<file path="src/rtl/mempool_tcdm_credit_shim.sv">
// Per-core TCDM shim: credit-limits outstanding reads and buffers read responses in a small FIFO.
// Optional statistics counters are enabled with `define MEMPOOL_TCDM_SHIM_STATS_EN.
module mempool_tcdm_credit_shim #(
   parameter int unsigned AddrWidth      = 32,
   parameter int unsigned DataWidth      = 32,
   parameter int unsigned MaxOutstanding = 2
) (
   input  logic                   clk_i,
   input  logic                   rst_i,
   input  logic                   core_req_i,
   input  logic [AddrWidth-1:0]   core_addr_i,
   input  logic                   core_wen_i,
   input  logic [DataWidth-1:0]   core_wdata_i,
   input  logic [DataWidth/8-1:0] core_be_i,
   output logic                   core_gnt_o,
   output logic                   core_vld_o,
   input  logic                   core_rdy_i,
   output logic [DataWidth-1:0]   core_rdata_o,
   output logic                   ic_req_o,
   output logic [AddrWidth-1:0]   ic_addr_o,
   output logic                   ic_wen_o,
   output logic [DataWidth-1:0]   ic_wdata_o,
   output logic [DataWidth/8-1:0] ic_be_o,
   input  logic                   ic_gnt_i,
   input  logic                   ic_vld_i,
   output logic                   ic_rdy_o,
   input  logic [DataWidth-1:0]   ic_rdata_i,
   output logic [31:0]            stat_stall_o,
   output logic [31:0]            stat_reads_o
);

   localparam int unsigned CW = $clog2(MaxOutstanding + 1);
   localparam int unsigned PW = (MaxOutstanding > 1) ? $clog2(MaxOutstanding) : 1;
   localparam logic [CW-1:0] MaxCredit = CW'(MaxOutstanding);
   localparam logic [PW-1:0] LastIdx   = PW'(MaxOutstanding - 1);

   logic [CW-1:0]        r_credit;
   logic [CW-1:0]        r_count;
   logic [PW-1:0]        r_wr_ptr;
   logic [PW-1:0]        r_rd_ptr;
   logic [DataWidth-1:0] r_mem [MaxOutstanding];

   logic w_blocked;
   logic w_read_hs;
   logic w_full;
   logic w_empty;
   logic w_push;
   logic w_pop;

   function automatic logic [PW-1:0] next_ptr(input logic [PW-1:0] p);
      return (p == LastIdx) ? '0 : p + PW'(1);
   endfunction

   // Blocking uses only the registered credit so a same-cycle pop never unblocks.
   assign w_blocked  = !core_wen_i && (r_credit == MaxCredit);
   assign ic_req_o   = core_req_i && !w_blocked;
   assign core_gnt_o = ic_gnt_i && ic_req_o;
   assign w_read_hs  = ic_req_o && ic_gnt_i && !core_wen_i;

   assign ic_addr_o  = core_addr_i;
   assign ic_wen_o   = core_wen_i;
   assign ic_wdata_o = core_wdata_i;
   assign ic_be_o    = core_be_i;

   assign w_full       = (r_count == MaxCredit);
   assign w_empty      = (r_count == '0);
   assign ic_rdy_o     = !w_full;
   assign core_vld_o   = !w_empty;
   assign w_push       = ic_vld_i && ic_rdy_o;
   assign w_pop        = core_vld_o && core_rdy_i;
   assign core_rdata_o = r_mem[r_rd_ptr];

   always_ff @(posedge clk_i) begin
      if (rst_i) begin
         r_credit <= '0;
      end else begin
         case ({w_read_hs, w_pop})
            2'b10:   r_credit <= r_credit + CW'(1);
            2'b01:   r_credit <= r_credit - CW'(1);
            default: r_credit <= r_credit;
         endcase
      end
   end

   always_ff @(posedge clk_i) begin
      if (rst_i) begin
         r_count  <= '0;
         r_wr_ptr <= '0;
         r_rd_ptr <= '0;
      end else begin
         if (w_push) r_wr_ptr <= next_ptr(r_wr_ptr);
         if (w_pop)  r_rd_ptr <= next_ptr(r_rd_ptr);
         case ({w_push, w_pop})
            2'b10:   r_count <= r_count + CW'(1);
            2'b01:   r_count <= r_count - CW'(1);
            default: r_count <= r_count;
         endcase
      end
   end

   // Storage needs no reset: an entry is only read after it has been written.
   always_ff @(posedge clk_i) begin
      if (w_push) r_mem[r_wr_ptr] <= ic_rdata_i;
   end

`ifdef MEMPOOL_TCDM_SHIM_STATS_EN
   logic [31:0] r_stat_stall;
   logic [31:0] r_stat_reads;

   always_ff @(posedge clk_i) begin
      if (rst_i) begin
         r_stat_stall <= '0;
         r_stat_reads <= '0;
      end else begin
         if (core_req_i && w_blocked) r_stat_stall <= r_stat_stall + 32'd1;
         if (w_read_hs)               r_stat_reads <= r_stat_reads + 32'd1;
      end
   end

   assign stat_stall_o = r_stat_stall;
   assign stat_reads_o = r_stat_reads;
`else
   assign stat_stall_o = '0;
   assign stat_reads_o = '0;
`endif

`ifndef SYNTHESIS
   // Credits make this unreachable; a hit means the interconnect sent an unrequested response.
   always_ff @(posedge clk_i) begin
      if (!rst_i) begin
         assert (!(ic_vld_i && w_full))
            else $error("response arrived while response FIFO full; data dropped");
      end
   end
`endif

endmodule

</file>
<file path="config.mk">
export PLATFORM = sky130hd
export DESIGN_NAME = mempool_tcdm_credit_shim
export DESIGN_NICKNAME = d
export VERILOG_FILES = /design/src/rtl/mempool_tcdm_credit_shim.sv
export SDC_FILE = /design/constraint.sdc
export NUM_CORES = 1
export LEC_CHECK = 0
export CAP_MARGIN = 30
export CORE_AREA = 5 5 110 112
export CTS_CLUSTER_DIAMETER = 200
export CTS_CLUSTER_SIZE = 14
export DETAILED_ROUTE_END_ITERATION = 10
export DIE_AREA = 0 0 115 117
export GPL_ROUTABILITY_DRIVEN = 0
export PLACE_DENSITY = 0.84
export SLEW_MARGIN = 10
export SYNTH_ARGS = -nofsm -noshare
export SYNTH_HDL_FRONTEND = slang
export SYNTH_SLANG_ARGS = --single-unit
export TNS_END_PERCENT = 100
</file>
<file path="constraint.sdc">
create_clock -name clk_i -period 2.1 [get_ports clk_i]
set_input_delay 0.42 -clock clk_i [delete_from_list [all_inputs] [get_ports clk_i]]
set_output_delay 0.42 -clock clk_i [all_outputs]
set_load 0.05 [all_outputs]
</file>
# After elaboration in Yosys (flattened, before gate mapping)
# Memory sizes are Yosys's and may differ from the RTL's. A register that Yosys moved wholly into a read port is not among the register bits.
# Index checks and enable logic that the tools add are counted.
[totals]
word_cells = 38
ram_bits = 64
regBits = 6
output_inout_bits = 169
mem_count = 1
[classes]
n_mux = 8
addsub = 6
n_eq_ne = 6
reduce_logical = 13
[memory_table]
columns = ["name", "words", "word_bits", "read_ports", "rd_clocked_by_memory_dff", "wr", "line", "text"]
rows = [
  ["r_mem", 2, 32, 1, 1, 1, "41", "logic [DataWidth-1:0] r_mem [MaxOutstanding];"],
]
[ops]
columns = ["operator", "count"]
rows = [
  ["$eq 2x2->1 const B", 4],
  ["$pmux 2 s2", 2],
  ["$logic_and 1x1->1", 6],
  ["$mux 1", 6],
  ["$add 2x1->2 const B", 2],
  ["$eq 2x1->1 const B", 2],
  ["$logic_not 1->1", 4],
  ["$reduce_bool 2->1", 2],
  ["$sub 2x1->2 const B", 2],
  ["$add 1x1->1 const B", 2],
  ["$logic_not 2->1", 1],
]

# Depth between registers and ports, before layout
# Gate-level depths: netlist (run 1).
[depth]
depth_word = 8
depth_mapped = 6
ltp_nobuf = 6

# Least setup slack after synthesis (run 1)
# Ideal clock, no wire load.
[synth_timing]
kind = "register to register"
start = "reg r_count[0]"
end = "mem r_mem[1][0], enable pin"
arrival_ps = 1827
slack_ps = -119
period_less_slack_ps = 2219
path_stages_with_launch = 3
path_cell_list = "dfxtp_1 nand2b_1 and3_1"
[synth_between]
elab_chain_cells = 5
[synth_rtl]
columns = ["element", "line", "text"]
rows = [
  ["start: declaration", "38", "logic [CW-1:0] r_count;"],
  ["start signal: assignment", "94", "2'b10: r_count <= r_count + CW'(1);"],
  ["start signal: assignment", "95", "2'b01: r_count <= r_count - CW'(1);"],
  ["start signal: assignment", "96", "default: r_count <= r_count;"],
  ["$eq 2x2->1", "65", "assign w_full = (r_count == MaxCredit);"],
  ["$logic_not 1->1", "67", "assign ic_rdy_o = !w_full;"],
  ["named net ic_rdy_o", "26", "output logic ic_rdy_o,"],
  ["$logic_and 1x1->1", "69", "assign w_push = ic_vld_i && ic_rdy_o;"],
  ["$mux 1", "103", "if (w_push) r_mem[r_wr_ptr] <= ic_rdata_i;"],
  ["$mux 1 (not written as such)", "103", ""],
  ["end: declaration", "41", ""],
]
# The timed path passes the listed nets, and every way through them passes these cells.

==> reports/qor.csv, run 1 <==
metric,value,unit
fp-row-count,39,
drt-pass1-iter-count,4,
drc,0,
die_h,117,um
io_pins,276,
grt_pass1_wl,9250,um
finClkSkew,0.00522,ns
slew_violations,0,
critPathCapture,core_rdata_o[1],
synth.yosys.warnings,0,
port_buffers,75,
nets,397,
synthesis.area,0.00365,sq mm
clockBufferDepth,2,
syn_inst,271,
crit_required,1.68,ns
layout-drive-gt1-share,0.307,
period_share,0.896,
stdcell_area,0.00450,sq mm
min_path_type,register to register,
dp.cells,420,
max-vdd-ir-drop,0.896,mV
rsz0062_at_grt,false,
fmax,531,MHz
cts_buffers,9,
n_antenna_cell,0,
ys_types,25,
crit_path_end_kind,primary output,
p_seq_frac,0.297,
area.growth.synth_to_final,23.5,%
p_comb_frac,0.470,
synth_seq_area_share,0.565,
ys.flop_type,edfxtp_1,
dr_total_vias,1781,
routed_wl,6640,um
die_x,115,um
reg2reg_from,r_count[0],
setup_tns,0,ns
max_cap_violations,0,
synth_area_leaders,"edfxtp_1, buf_4, mux2_2, dfxtp_1, xnor2_1",
cts.clk_slew.worst_paths,0.05,ns
grt_pass1_vias,1775,
worstReg2RegEnd,r_count[1],
dpl.hpwl,4900,um
insertion_delay,0.32,ns
cts_hold_buf,0,
start_util,0.328,
status,"complete, no violations",
sw_frac_of_total,0.364,
timing.final.hold_violations,0,
gr-total-overflow,0,
tritoncts,built,
core_area,0.0111,sq mm
fin_cells,436,
dpl_cell_area,0.00420,sq mm
power.density,1400,mW/mm^2
antenna_found_initial,0,
p_sw,0.00230,W
netlist.area_leader.share,0.527,
cts_sinks,71,
synth_edf_count,64,
r2r_cells,5,
ant_nets,0,
worst_setup_path_start_kind,register,
vias_per_cell,4.08,
synth_area_per_cell,13.5,sq um
critPathArrivalTime,1.46,ns
die_area,0.0135,sq mm
root_buffer,clkbuf_16,
period_minus_slack,1.88,ns
ys_seq_elements,71,
p_int,0.00402,W
grt_max_degree,33,
clockPowerShare,0.233,
cts_max_level,3,
setup_viol,0,
wire_per_inst,15.2,um
cp_max_fo,32,
grt_usage,0.0922,
final_cell_mix,"conb_1, edfxtp_1, clkdlybuf4s50_1",
first_iter_violations,68,
critPathKind,register to primary output,
leakagePower,1.73,nW
ff2ff_setup_slack,0.48,ns
yosysTopAreaCell,edfxtp_1,
synthArstFlopShare,0,
-- cell usage after synthesis (2+ instances only) --
master,number
a21oi_1,3
buf_2,3
buf_4,133
dfxtp_1,7
edfxtp_1,64
ha_1,2
mux2_1,2
mux2_2,30
nand2b_1,2
nor2_1,4
o21a_1,2
o21ai_0,2
or3_1,2
xnor2_1,3
xor2_1,2
-- cells by family (layout without fill, tap and decap cells) --
kind of cell             Yosys count  in the layout  share of synthesized area
flip-flops                        71             71                      0.565
multiplexers                      32             32                     0.0988
AO/OA/AOI/OAI                      9              9                     0.0165
other                              1             64                    0.00103
XOR/XNOR                           5              5                     0.0120
buffers and inverters            138             97                      0.280
adder cells (fa/ha/maj)            2              2                    0.00686
AND/OR/NAND/NOR                   13             13                     0.0199
-- area by class of cell --
class / count / area [sq um]
clock buffers: 14 / 295
flip-flops and latches: 71 / 2060
repair buffers: 80 / 1150
multi-input cells: 125 / 803
inverters: 1 / 7.51
well taps: 143 / 179
fillers: 996 / 6620
clock inverters: 2 / 10.0
-- per-layer routing --
metal  part of all wire  GRT usage
met5                  0          0
met4              0.040     0.0736
met3               0.13     0.0427
met2               0.50      0.148
met1               0.33     0.0924
-- timing repair --
item	4_1_cts	5_1_grt
resized for setup	1	0
setup endpoints to repair	1	0
buffers inserted	0	0
-- registers in the layout, summed over array words and instances, names as in the netlist, named ones only --
signal,count
r_mem,64
r_rd_ptr,1
r_count,2
r_wr_ptr,1
r_credit,2
-- power groups by stage --
stage | Sequential (W) | Combinational (W) | Clock (W)
2_1_floorplan | 0.00188 | 0.00218 | 0
3_3_place_gp | 0.00189 | 0.00297 | 0
3_5_place_dp | 0.00191 | 0.00301 | 0
4_1_cts | 0.00188 | 0.00301 | 0.00151
5_1_grt | 0.00190 | 0.00309 | 0.00157
6_report | 0.00188 | 0.00297 | 0.00147
-- worst min path at each step --
stage | startpoint | to | slack, ns | cells past startpoint
detailed placement | r_credit[1] | r_credit[1] | 0.49 | 2
finish | r_credit[1] | r_credit[1] | 0.49 | 2
global route | r_credit[1] | r_credit[1] | 0.55 | 2
global placement | r_credit[1] | r_credit[1] | 0.47 | 2
floorplan | r_credit[1] | r_credit[1] | 0.45 | 2
CTS | r_credit[1] | r_credit[1] | 0.50 | 2
-- per-stage QoR --
| stage | total power (W) | util | worst slack, ns | hold WS [ns] |
|---|---|---|---|---|
| 6_report | 0.00632 | 0.405 | 0.218 | 0.492 |
| 5_1_grt | 0.00656 | 0.405 | 0.161 | 0.548 |
| 4_1_cts | 0.00640 | 0.405 | 0.192 | 0.501 |
| 3_5_place_dp | 0.00492 | 0.378 | 0.167 | 0.493 |
| 3_3_place_gp | 0.00486 | 0.378 | 0.208 | 0.475 |
| 2_1_floorplan | 0.00406 | - | 0.178 | 0.453 |
-- worst max-delay path, stage by stage (launching register included) --
cell and delay (ns):
dfxtp_1 0.35, buf_12 0.22, mux2_2 0.40, buf_12 0.16
(Power assumes the default switching activity.)
==> inputs of run 2 (changes only) <==
PLACE_DENSITY = 0.79   (was 0.84)
SLEW_MARGIN = default   (was 10)
==> run 2 against run 1 <==
  * Setup slack worse by 0.024 ns
  * Non-clock buffer count fell by 1
  * Hold slack better by 0.018 ns
  * Clock power is essentially flat
  * Cell count fell by 0.23%
  * Combinational power hardly changed
  * Highest routed layer unchanged
  * Utilization down 0.15 points
  * Critical path depth did not move
  * Die area unchanged
  * Largest power group unchanged
  * Total power down 0.21%
  * Register-to-register slack barely moved
  * Sequential cell count unchanged
==> reports/qor.csv, run 2 (same netlist as run 1, synthesis figures left out) <==
metric,value,unit,change
final_core_util,0.403,,was 0.405
max-vdd-ir-drop,0.773,mV,was 0.896 mV
grt_pass1_vias,1740,,was 1775
fp-row-count,39,,unchanged
p_comb_frac,0.470,,about the same
start_util,0.328,,unchanged
cp_max_fo,32,,unchanged
ff2ff_setup_slack,0.48,ns,about the same
fmax,525,MHz,was 531 MHz
cts.clk_slew.worst_paths,0.06,ns,was 0.05 ns
dpl.hpwl,4850,um,was 4900 um
dr_total_vias,1703,,was 1781
layout-drive-gt1-share,0.301,,was 0.307
drc,0,,unchanged
grt_max_degree,33,,unchanged
grt_usage,0.0900,,was 0.0922
slew_violations,0,,unchanged
worst_setup_path_start_kind,register,,unchanged
clockBufferDepth,2,,unchanged
routed_wl,6510,um,was 6640 um
final_cell_mix,"conb_1, edfxtp_1, clkdlybuf4s50_1",,unchanged
io_pins,276,,unchanged
period_minus_slack,1.91,ns,was 1.88 ns
ant_nets,0,,unchanged
cts_max_level,3,,unchanged
min_path_type,register to register,,unchanged
setup_viol,0,,unchanged
port_buffers,75,,unchanged
first_iter_violations,72,,was 68
gr-total-overflow,0,,unchanged
max_cap_violations,0,,unchanged
n_antenna_cell,0,,unchanged
largestRegisters,"r_mem x64, r_count x2, r_credit x2",,unchanged
core_area,0.0111,sq mm,unchanged
timing.hold.ws,0.511,ns,was 0.492 ns
clockPowerShare,0.233,,about the same
p_int,0.00397,W,was 0.00402 W
root_buffer,clkbuf_16,,unchanged
insertion_delay,0.32,ns,about the same
power,0.00631,W,was 0.00632 W
setup_tns,0,ns,unchanged
largest_reg_flops,64,,unchanged
wire_per_inst,15.0,um,was 15.2 um
cts_hold_buf,0,,unchanged
vias_per_cell,3.91,,was 4.08
dpl_cell_area,0.00419,sq mm,was 0.00420 sq mm
largest-register,r_mem,,unchanged
nFillCells,998,,was 996
tritoncts,built,,unchanged
timing.final.hold_violations,0,,unchanged
die_h,117,um,unchanged
die_area,0.0135,sq mm,unchanged
die_x,115,um,unchanged
power.density,1410,mW/mm^2,was 1400 mW/mm^2
cts_sinks,71,,unchanged
status,"complete, no violations",,unchanged
p_seq_frac,0.298,,was 0.297
drt-pass1-iter-count,4,,unchanged
stdcell_area,0.00449,sq mm,was 0.00450 sq mm
crit_required,1.68,ns,about the same
period_share,0.908,,was 0.896
sw_frac_of_total,0.370,,was 0.364
grt_pass1_wl,8980,um,was 9250 um
rsz0062_at_grt,false,,unchanged
critPathKind,register to primary output,,unchanged
finClkSkew,0.00603,ns,was 0.00522 ns
crit_path_end_kind,primary output,,unchanged
nets,396,,was 397
area.growth.synth_to_final,23.0,%,was 23.5%
p_sw,0.00234,W,was 0.00230 W
critPathArrivalTime,1.49,ns,was 1.46 ns
cts_buffers,9,,unchanged
leakagePower,1.71,nW,was 1.73 nW
antenna_found_initial,0,,unchanged
run 2: worst max-delay path, stage by stage, from the launching register on:
cell and delay [ns]:
dfxtp_1 0.35, buf_12 0.22, mux2_2 0.42, buf_12 0.17
run 2: cell type report:
type	count	area [sq um]	area share
tap	143	179	0.0399
multi-input combinational	125	803	0.179
clock buffer	9	225	0.0502
sequential	71	2060	0.459
clock inverter	7	71.3	0.0159
timing repair buffer	79	1140	0.254
inverter	1	7.51	0.00167
run 2: worst paths after layout:
path,start,to,cells after the start
worst min-delay path,r_credit[1],r_credit[1],2
worst min register to register,r_credit[1],r_credit[1],2
worst max-delay path,register,core_rdata_o[16],3
worst max register to register,r_count[0],r_count[1],5
run 2: through the flow:
stage / setup WS, ns / std cells
2_1_floorplan: 0.178 / 334
3_3_place_gp: 0.183 / 419
3_5_place_dp: 0.152 / 419
4_1_cts: 0.137 / 435
5_1_grt: 0.112 / 435
6_report: 0.194 / 435
run 2: routing by layer:
metal  part of all wire  GRT usage
met1               0.35     0.0850
met2               0.51      0.152
met3               0.10     0.0422
met4              0.041     0.0681
met5                  0          0
run 2: power groups by stage:
stage	logic, W	registers, W	clock network [W]
after floorplan	0.00218	0.00188	0
after global placement	0.00298	0.00189	0
after detailed placement	0.00300	0.00191	0
after CTS	0.00300	0.00188	0.00151
after global routing	0.00308	0.00190	0.00158
final	0.00296	0.00188	0.00147
run 2: timing repair:
action | in CTS | in global routing
buffers inserted | 0 | 0
resized for setup | 1 | 0
setup endpoints to repair | 1 | 0
==> inputs of run 3 (changes only) <==
CELL_PAD_IN_SITES_DETAIL_PLACEMENT = 1   (was default)
CELL_PAD_IN_SITES_GLOBAL_PLACEMENT = 1   (was default)
CORE_AREA = 5 5 127 129   (was 5 5 110 112)
DIE_AREA = 0 0 132 134   (was 0 0 115 117)
PLACE_DENSITY = 0.8   (was 0.79)
==> run 3 against run 2 <==
  * Register-to-register slack worse by 0.06 ns
  * Clock skew decreased by 0.0023 ns
  * Sequential power about the same
  * Via count is 2.9% higher
  * Total power is 0.22% higher
  * Global-route usage down 1.1 points
  * Hold slack gained 0.00072 ns
  * Critical path type unchanged
==> reports/qor.csv, run 3 (same netlist as run 1, synthesis figures left out) <==
metric,value,unit,change
start_util,0.245,,was 0.328
root_buffer,clkbuf_16,,unchanged
fin_cells,480,,was 435
cts_hold_buf,0,,unchanged
largest-register,r_mem,,unchanged
antenna_found_initial,0,,unchanged
p_comb_frac,0.472,,was 0.470
max_cap_violations,0,,unchanged
power.density,1390,mW/mm^2,was 1410 mW/mm^2
grt_pass1_vias,1980,,was 1740
stdcell_area,0.00454,sq mm,was 0.00449 sq mm
dpl_cell_area,0.00425,sq mm,was 0.00419 sq mm
period_minus_slack,1.89,ns,was 1.91 ns
first_iter_violations,71,,was 72
timing.final.hold_violations,0,,unchanged
p_int,0.00397,W,about the same
critPathKind,register to primary output,,unchanged
worst_setup_path_start_kind,register,,unchanged
rsz0062_at_grt,false,,unchanged
clockPowerShare,0.231,,was 0.233
leakagePower,1.71,nW,about the same
cts_setup_buffers,0,,unchanged
min_path_type,register to register,,unchanged
final_core_util,0.304,,was 0.403
io_pins,276,,unchanged
wire_per_inst,14.8,um,was 15.0 um
nets,396,,unchanged
gr-total-overflow,0,,unchanged
dpl.hpwl,5280,um,was 4850 um
drt-pass1-iter-count,3,,was 4
fmax,529,MHz,was 525 MHz
insertion_delay,0.32,ns,about the same
p_sw,0.00235,W,was 0.00234 W
cts.repair.resized,1,,unchanged
vias_per_cell,3.65,,was 3.91
layout-drive-gt1-share,0.301,,unchanged
largest_reg_flops,64,,unchanged
crit_required,1.68,ns,about the same
cp_max_fo,32,,unchanged
sw_frac_of_total,0.372,,was 0.370
cts.clk_slew.worst_paths,0.05,ns,was 0.06 ns
routed_wl,7110,um,was 6510 um
crit_path_end_kind,primary output,,unchanged
max-vdd-ir-drop,0.502,mV,was 0.773 mV
drc,0,,unchanged
die_area,0.0177,sq mm,was 0.0135 sq mm
setup_tns,0,ns,unchanged
cts_buffers,9,,unchanged
n_antenna_cell,0,,unchanged
die_h,134,um,was 117 um
finClkSkew,0.00375,ns,was 0.00603 ns
final_cell_mix,"conb_1, edfxtp_1, clkdlybuf4s50_1",,unchanged
tritoncts,built,,unchanged
largestRegisters,"r_mem x64, r_count x2, r_credit x2",,unchanged
grt_usage,0.0787,,was 0.0900
status,"complete, no violations",,unchanged
dp.cells,464,,was 419
cts_sinks,71,,unchanged
setup_viol,0,,unchanged
ant_nets,0,,unchanged
core_area,0.0149,sq mm,was 0.0111 sq mm
fp-row-count,45,,was 39
cts_max_level,3,,unchanged
grt_pass1_wl,10800,um,was 8980 um
clockBufferDepth,2,,unchanged
grt_max_degree,33,,unchanged
die_x,132,um,was 115 um
p_seq_frac,0.297,,was 0.298
period_share,0.900,,was 0.908
nFillCells,1558,,was 998
dr_total_vias,1753,,was 1703
slew_violations,0,,unchanged
critPathArrivalTime,1.47,ns,was 1.49 ns
area.growth.synth_to_final,24.4,%,was 23.0%
port_buffers,75,,unchanged
run 3: cell types whose count changed in the layout (fill, tap and decap cells not counted), sizes merged:
cell / before / now
clkbuf: 9 / 10
clkinv: 3 / 5
clkinvlp: 2 / 1
inv: 2 / 0
run 3: power groups by stage:
stage	sequential [W]	combinational, W	clock [W]
after CTS	0.00188	0.00303	0.00152
after detailed placement	0.00191	0.00304	0
after floorplan	0.00188	0.00218	0
after global routing	0.00190	0.00312	0.00157
final	0.00188	0.00298	0.00146
after global placement	0.00189	0.00299	0
run 3: critical path, cell delays in order (launching register included):
cell and delay, ns:
dfxtp_1 0.36, buf_12 0.23, mux2_2 0.40, buf_12 0.16
run 3: path summary, 6_finish.rpt:
path | start | end | slack [ns] | cells past startpoint
worst max-delay path | register | core_rdata_o[7] | 0.21 | 3
worst min-delay path | r_credit[1] | r_credit[1] | 0.51 | 2
worst max register to register | r_credit[0] | r_credit[1] | 0.42 | 5
worst min register to register | r_credit[1] | r_credit[1] | 0.51 | 2
run 3: area by class of cell:
| type | instances | area [sq um] | area share |
|---|---|---|---|
| Inverter | 1 | 7.51 | 0.00165 |
| Timing Repair Buffer | 79 | 1140 | 0.251 |
| Clock inverter | 6 | 61.3 | 0.0135 |
| Clock buffer | 10 | 229 | 0.0505 |
| Sequential cell | 71 | 2060 | 0.454 |
| Multi-Input combinational cell | 125 | 803 | 0.177 |
| Tap cell | 188 | 235 | 0.0518 |
run 3: per-layer routing:
metal / vias up / GRT usage / wire length (um)
met1: 834 / 0.0758 / 2570
met4: 0 / 0.0526 / 327
met5: - / 0 / 0
met3: 42 / 0.0386 / 700
met2: 111 / 0.133 / 3510
li1: 766 / - / -
run 3: stage by stage:
step / setup WS [ns] / hold slack [ns] / power (W)
detailed placement: 0.0665 / 0.508 / 0.00495
global route: 0.158 / 0.529 / 0.00659
CTS: 0.170 / 0.516 / 0.00643
finish: 0.211 / 0.511 / 0.00632
floorplan: 0.178 / 0.453 / 0.00406
global placement: 0.116 / 0.487 / 0.00488
